$ cat src/rtl/hash_pkg.sv
// Shared types and constants for the hash target scanner: state encoding,
// byte width, default target and a configuration legality check.
package hash_pkg;

  localparam int BYTE_W = 8;
  localparam logic [BYTE_W-1:0] TARGET_DEFAULT = 8'h40;

  typedef enum logic [1:0] {
    ST_IDLE   = 2'd0,
    ST_SEARCH = 2'd1,
    ST_FOUND  = 2'd2
  } state_t;

  // Hash must be whole bytes and the compare window must fit inside it.
  function automatic bit cfg_ok(int hash_w, int num_cmp);
    return (hash_w % BYTE_W == 0) && (num_cmp >= 1) && (num_cmp <= hash_w / BYTE_W);
  endfunction

endpackage

$ cat src/rtl/hash_target_scanner_if.sv
// Input beat stream and bounty output stream of the scanner.
interface hash_target_scanner_if #(
  parameter int HASH_W  = 24,
  parameter int NONCE_W = 32
);
  logic               in_valid;
  logic               in_ready;
  logic [HASH_W-1:0]  in_hash;
  logic [NONCE_W-1:0] in_nonce;
  logic               out_valid;
  logic               out_ready;
  logic [HASH_W-1:0]  bounty;
  logic [NONCE_W-1:0] bounty_nonce;

  modport master (
    output in_valid, in_hash, in_nonce, out_ready,
    input  in_ready, out_valid, bounty, bounty_nonce
  );

  modport slave (
    input  in_valid, in_hash, in_nonce, out_ready,
    output in_ready, out_valid, bounty, bounty_nonce
  );
endinterface

$ cat src/rtl/byte_lt_cmp.sv
// Per-byte unsigned less-than against the target; bit k covers byte k
// counted from the MSB end of the compared window.
module byte_lt_cmp
  import hash_pkg::*;
#(
  parameter int NUM_CMP = 2
) (
  input  logic [NUM_CMP*BYTE_W-1:0] hash,
  input  logic [BYTE_W-1:0]         target,
  output logic [NUM_CMP-1:0]        lt
);

  for (genvar k = 0; k < NUM_CMP; k++) begin : g_byte
    assign lt[k] = hash[(NUM_CMP-k)*BYTE_W-1 -: BYTE_W] < target;
  end

endmodule

$ cat src/rtl/hash_target_scanner.sv
// Two-stage hash/target scanner: S1 holds the per-byte compare vector, S2 is
// the bounty buffer written directly by the AND-reduced S1 hit.
module hash_target_scanner
  import hash_pkg::*;
#(
  parameter int                HASH_W        = 24,
  parameter int                NUM_CMP       = 2,
  parameter int                NONCE_W       = 32,
  parameter logic [BYTE_W-1:0] TARGET_RST    = TARGET_DEFAULT,
  parameter bit                STOP_ON_FIRST = 1'b1,
  parameter int                CNT_W         = 16
) (
  input  logic                  clk,
  input  logic                  reset,
  input  logic                  start,
  input  logic                  abort,
  input  logic                  target_wr,
  input  logic [BYTE_W-1:0]     target_in,
  hash_target_scanner_if.slave  bus,
  output logic [CNT_W-1:0]      hit_cnt,
  output logic                  overrun,
  output logic                  busy
);

  localparam int CMP_W = NUM_CMP * BYTE_W;

  if (!cfg_ok(HASH_W, NUM_CMP)) begin : g_bad_cfg
    $error("hash_target_scanner: HASH_W must be a multiple of 8 and NUM_CMP in 1..HASH_W/8");
  end

  state_t               state, state_nxt;
  logic [BYTE_W-1:0]    target;
  logic [NUM_CMP-1:0]   lt_in, s1_lt;
  logic                 s1_vld;
  logic [HASH_W-1:0]    s1_hash;
  logic [NONCE_W-1:0]   s1_nonce;
  logic                 searching, accept, load;

  assign searching    = (state == ST_SEARCH);
  assign bus.in_ready = searching;
  assign accept       = bus.in_valid & searching;
  // An abort on the same cycle as an emerging hit drops that hit.
  assign load         = s1_vld & (&s1_lt) & searching & ~abort;
  assign busy         = (state != ST_IDLE);

  byte_lt_cmp #(.NUM_CMP(NUM_CMP)) u_cmp (
    .hash   (bus.in_hash[HASH_W-1 -: CMP_W]),
    .target (target),
    .lt     (lt_in)
  );

  always_comb begin
    state_nxt = state;
    unique case (state)
      ST_IDLE:   if (start) state_nxt = ST_SEARCH;
      ST_SEARCH: if (load && STOP_ON_FIRST) state_nxt = ST_FOUND;
      ST_FOUND:  if (bus.out_valid && bus.out_ready) state_nxt = ST_IDLE;
      default:   state_nxt = ST_IDLE;
    endcase
    if (abort) state_nxt = ST_IDLE;
  end

  always_ff @(posedge clk) begin
    if (reset) state <= ST_IDLE;
    else       state <= state_nxt;
  end

  always_ff @(posedge clk) begin
    if (reset)          target <= TARGET_RST;
    else if (target_wr) target <= target_in;
  end

  // Beats trailing a stop-mode winner are flushed rather than reported.
  always_ff @(posedge clk) begin
    if (reset) s1_vld <= 1'b0;
    else       s1_vld <= accept & ~abort & ~(load & STOP_ON_FIRST);
  end

  always_ff @(posedge clk) begin
    if (accept) begin
      s1_lt    <= lt_in;
      s1_hash  <= bus.in_hash;
      s1_nonce <= bus.in_nonce;
    end
  end

  always_ff @(posedge clk) begin
    if (reset) begin
      bus.out_valid    <= 1'b0;
      bus.bounty       <= '0;
      bus.bounty_nonce <= '0;
      hit_cnt          <= '0;
      overrun          <= 1'b0;
    end else begin
      if (load) begin
        bus.out_valid    <= 1'b1;
        bus.bounty       <= s1_hash;
        bus.bounty_nonce <= s1_nonce;
        if (bus.out_valid && !bus.out_ready) overrun <= 1'b1;
        if (hit_cnt != '1) hit_cnt <= hit_cnt + CNT_W'(1);
      end else if (bus.out_valid && bus.out_ready) begin
        bus.out_valid <= 1'b0;
      end
      if (state == ST_IDLE && start && !abort) begin
        hit_cnt <= '0;
        overrun <= 1'b0;
      end
    end
  end

endmodule
$ cat src/flat_wrapper.sv
// flat-port wrapper written by rule: the top's interface ports become plain ports
module hash_target_scanner_flat import hash_pkg::*;
#(
  parameter int                HASH_W        = 24,
  parameter int                NUM_CMP       = 2,
  parameter int                NONCE_W       = 32,
  parameter logic [BYTE_W-1:0] TARGET_RST    = TARGET_DEFAULT,
  parameter bit                STOP_ON_FIRST = 1'b1,
  parameter int                CNT_W         = 16
)
  (clk, reset, start, abort, target_wr, target_in, hit_cnt, overrun, busy, bus_in_valid, bus_in_hash, bus_in_nonce, bus_out_ready, bus_in_ready, bus_out_valid, bus_bounty, bus_bounty_nonce);
  hash_target_scanner_if #(.HASH_W(HASH_W), .NONCE_W(NONCE_W)) bus_i ();
  input  logic clk;
  input  logic reset;
  input  logic start;
  input  logic abort;
  input  logic target_wr;
  input  logic [BYTE_W-1:0] target_in;
  output logic [CNT_W-1:0] hit_cnt;
  output logic overrun;
  output logic busy;
  input wire logic [$bits(bus_i.in_valid)-1:0] bus_in_valid;
  input wire logic [$bits(bus_i.in_hash)-1:0] bus_in_hash;
  input wire logic [$bits(bus_i.in_nonce)-1:0] bus_in_nonce;
  input wire logic [$bits(bus_i.out_ready)-1:0] bus_out_ready;
  output wire logic [$bits(bus_i.in_ready)-1:0] bus_in_ready;
  output wire logic [$bits(bus_i.out_valid)-1:0] bus_out_valid;
  output wire logic [$bits(bus_i.bounty)-1:0] bus_bounty;
  output wire logic [$bits(bus_i.bounty_nonce)-1:0] bus_bounty_nonce;
  assign bus_i.in_valid = bus_in_valid;
  assign bus_i.in_hash = bus_in_hash;
  assign bus_i.in_nonce = bus_in_nonce;
  assign bus_i.out_ready = bus_out_ready;
  assign bus_in_ready = bus_i.in_ready;
  assign bus_out_valid = bus_i.out_valid;
  assign bus_bounty = bus_i.bounty;
  assign bus_bounty_nonce = bus_i.bounty_nonce;
  hash_target_scanner #(.HASH_W(HASH_W), .NUM_CMP(NUM_CMP), .NONCE_W(NONCE_W), .TARGET_RST(TARGET_RST), .STOP_ON_FIRST(STOP_ON_FIRST), .CNT_W(CNT_W)) u_core (.clk(clk), .reset(reset), .start(start), .abort(abort), .target_wr(target_wr), .target_in(target_in), .bus(bus_i), .hit_cnt(hit_cnt), .overrun(overrun), .busy(busy));
endmodule
$ cat config.mk
export PLATFORM = sky130hd
export DESIGN_NAME = hash_target_scanner_flat
export DESIGN_NICKNAME = d
export VERILOG_FILES = /design/src/rtl/hash_pkg.sv /design/src/rtl/hash_target_scanner_if.sv /design/src/rtl/byte_lt_cmp.sv /design/src/rtl/hash_target_scanner.sv /design/src/flat_wrapper.sv
export SDC_FILE = /design/constraint.sdc
export NUM_CORES = 1
export LEC_CHECK = 0
export CAP_MARGIN = 10
export CORE_ASPECT_RATIO = 0.75
export CORE_MARGIN = 4
export CORE_UTILIZATION = 32
export DETAILED_ROUTE_END_ITERATION = 16
export SYNTH_ARGS = -nofsm -noshare
export SYNTH_HDL_FRONTEND = slang
export SYNTH_SLANG_ARGS = --single-unit
$ cat constraint.sdc
create_clock -name clk -period 4.1 [get_ports clk]
set_clock_uncertainty 0.15 [all_clocks]
set_input_delay 0.41 -clock clk [delete_from_list [all_inputs] [get_ports clk]]
set_output_delay 0.41 -clock clk [all_outputs]
set_load 0.01 [all_outputs]
==> flow_summary.json <==
{
  "r2r_end": "u_core.overrun",
  "synth_edf_count": 58,
  "ys_seq_area_share_pct": 65.0,
  "postRouteAntennaNets": 0,
  "initial_utilization_pct": 32.9,
  "clock.fmax_mhz": 428,
  "layout_common_cells": "145 x clkdlybuf4s50_1, 121 x nand2_1, 85 x dfxtp_1",
  "clk_pin_slew_ps": 60,
  "dr.pass1.iters": 4,
  "required_ps": 4230,
  "nFillCells": 1466,
  "first_global_vias": 3950,
  "worst_slack_ps": 1760,
  "max_stage_delay_ps": 600,
  "r2r_cells": 5,
  "coreArea_um2": 16100,
  "avgRoutedWirePerCell_um": 15.1,
  "ys_ff_latch": 143,
  "maxCapViolations": 0,
  "drc": 0,
  "period_minus_slack_ps": 2340,
  "synth_area_um2": 5300,
  "drv_slew": 0,
  "cts_max_path_buffers": 2,
  "fp.dieH_um": 119,
  "grt_max_degree": 42,
  "antenna_found_initial": 1,
  "end_kind": "flip-flop",
  "min_to": "u_core.bus.bounty[1]",
  "port_buffers": 146,
  "post_cts_buffers": 0,
  "synth_ff_type": "dfxtp_1",
  "setup_tns_ps": 0,
  "crit_family": "buffers and inverters",
  "hold_ws_ps": 304,
  "hold_path_class": "reg -> reg",
  "drtIter0Drc": 154,
  "htree_levels": 4,
  "cts.sinks": 143,
  "wl_mm": 13.0,
  "p_leak_nw": 2.59,
  "path_buf_inv": 2,
  "cts_tree": "built",
  "dpl_worst_slack_ps": 1320,
  "relSlewSlack_pct": 46.4,
  "gp_congestion": 0.794,
  "final_cells": 856,
  "rsz0062_at_grt": "no",
  "antenna_cells": 0,
  "numCtsBuffers": 17,
  "synthCells": 484,
  "die_w_um": 157,
  "vias": 3936,
  "r2r-start": "u_core.state[1]",
  "hold_path.startpoint": "u_core.bus.bounty[1]",
  "placed_cells": 824,
  "cp_max_fo": 38,
  "layout.cells.most_common": "clkdlybuf4s50_1",
  "status": "complete, no violations",
  "overflow": 0,
  "root_buffer": "clkbuf_16",
  "drive_gt1_share_pct": 7.89,
  "finalSetupViolCount": 0,
  "r2r_slack_ps": 1810,
  "cpMaxStageDelayCell": "nand2_2",
  "hold_buffers": 0,
  "start_kind": "primary input",
  "crit_chain": "clkdlybuf4s50_1 > and4b_1 > nand2_2 > buf_4 > o21ba_2 > nor2_1",
  "tightest_slew_ps": 802,
  "area_delta_synth_final_pct": 43.8,
  "ir_worst_vdd_uv": 274,
  "cp.arrival_ps": 2470,
  "io_pins": 147,
  "post_cts_resized": 0,
  "grtUsageTotal_pct": 14.2,
  "path_class": "in -> reg",
  "grt_pass1_wl_mm": 20.9,
  "num-nets-final": 719,
  "holdPathStages": 2,
  "hpwl_mm": 9.20,
  "async_reset_ff_share_pct": 0,
  "dieArea_um2": 18700,
  "layout_worst_path_cycle_share_pct": 57.0,
  "powerDensity_nw_per_um2": 433,
  "power_mw": 3.30,
  "final_area_um2": 7610,
  "synth_area_per_cell_um2": 10.9,
  "ys_warn_count": 0,
  "fin_util_pct": 47.3,
  "dpl_cell_area_um2": 6980,
  "finalHoldViolCount": 0,
  "synth_cell_types": 44,
  "fp-row-count": 40,
  "via_per_inst": 4.60,
  "insertion_delay_ps": 410,
  "synth_nets": 570
}
## worst min-delay path, delay by kind of cell (launching register included)
family             cells  cell delay, ps
DFF                    1             310
AOI/OAI and AO/OA      1              50
and+or+nand+nor        1              50
## layer usage
metal	wire length, µm	GRT usage (%)	vias up
met1	5900	18.8	1842
met4	158	3.69	2
met3	949	5.34	16
met2	5950	22.0	102
li1	-	-	1974
met5	8	0	-
## area by class of cell
cell class | count | area (µm²) | area share, %
clock buffers | 18 | 429 | 5.64
clock inverters | 14 | 206 | 2.71
inverters | 12 | 45.0 | 0.592
multi-input cells | 307 | 1730 | 22.7
flip-flops and latches | 143 | 3440 | 45.2
well taps | 210 | 263 | 3.45
repair buffers | 152 | 1500 | 19.7
## power breakdown
group          leakage, nW  internal [mW]  switching (mW)
clock network        0.305           1.03           0.615
registers             1.21           1.50         0.00608
logic                 1.07         0.0844          0.0610
## worst max path at each step
stage,startpoint,to,slack (ps),depth (start not counted)
detailed placement,abort,u_core.overrun,1320,6
finish,abort,u_core.overrun,1760,6
CTS,abort,u_core.overrun,1740,6
global route,abort,u_core.bus.bounty_nonce[3],1600,6
global placement,abort,u_core.overrun,1400,6
floorplan,u_core.state[1],u_core.s1_hash[0],1500,2
## cell usage after synthesis (2+ instances only)
master,count,area [µm²]
a2111oi_2,2,30.0
a211o_1,2,17.5
a211oi_1,3,22.5
a21o_1,5,37.5
a21oi_1,61,305
and2_1,2,12.5
and3_1,3,18.8
and4_1,3,26.3
buf_2,4,20.0
clkbuf_1,18,67.6
dfxtp_1,85,1700
edfxtp_1,58,1740
ha_1,15,188
inv_1,12,45.0
mux2i_1,8,80.1
nand2_1,121,454
nand2b_1,3,18.8
nand3_1,7,35.0
nand4_1,3,18.8
nand4b_1,2,17.5
nor2_1,27,101
nor3_1,4,20.0
nor3_2,2,20.0
nor4_1,3,18.8
xnor2_1,10,87.6
xor2_1,3,26.3
## state kept, by name, summed over array words and instances, names as in the netlist
register                 count
u_core.s1_nonce             32
u_core.state                 2
u_core.target                8
u_core.s1_vld                1
u_core.hit_cnt              16
u_core.bus.bounty           24
u_core.bus.out_valid         1
u_core.overrun               1
u_core.bus.bounty_nonce     32
u_core.s1_hash              24
u_core.s1_lt                 2
## logic make-up after synthesis
| kind of cell | after synthesis | share of synthesized area (%) |
|---|---|---|
| AOI/OAI and AO/OA | 82 | 9.17 |
| xor gates and xnor gates | 13 | 2.15 |
| adders and majority gates | 15 | 3.54 |
| buffers and inverters | 34 | 2.50 |
| DFF | 143 | 65.0 |
| muxes | 8 | 1.51 |
| and+or+nand+nor | 189 | 16.1 |
No activity file was read; power rests on OpenSTA's default activity.
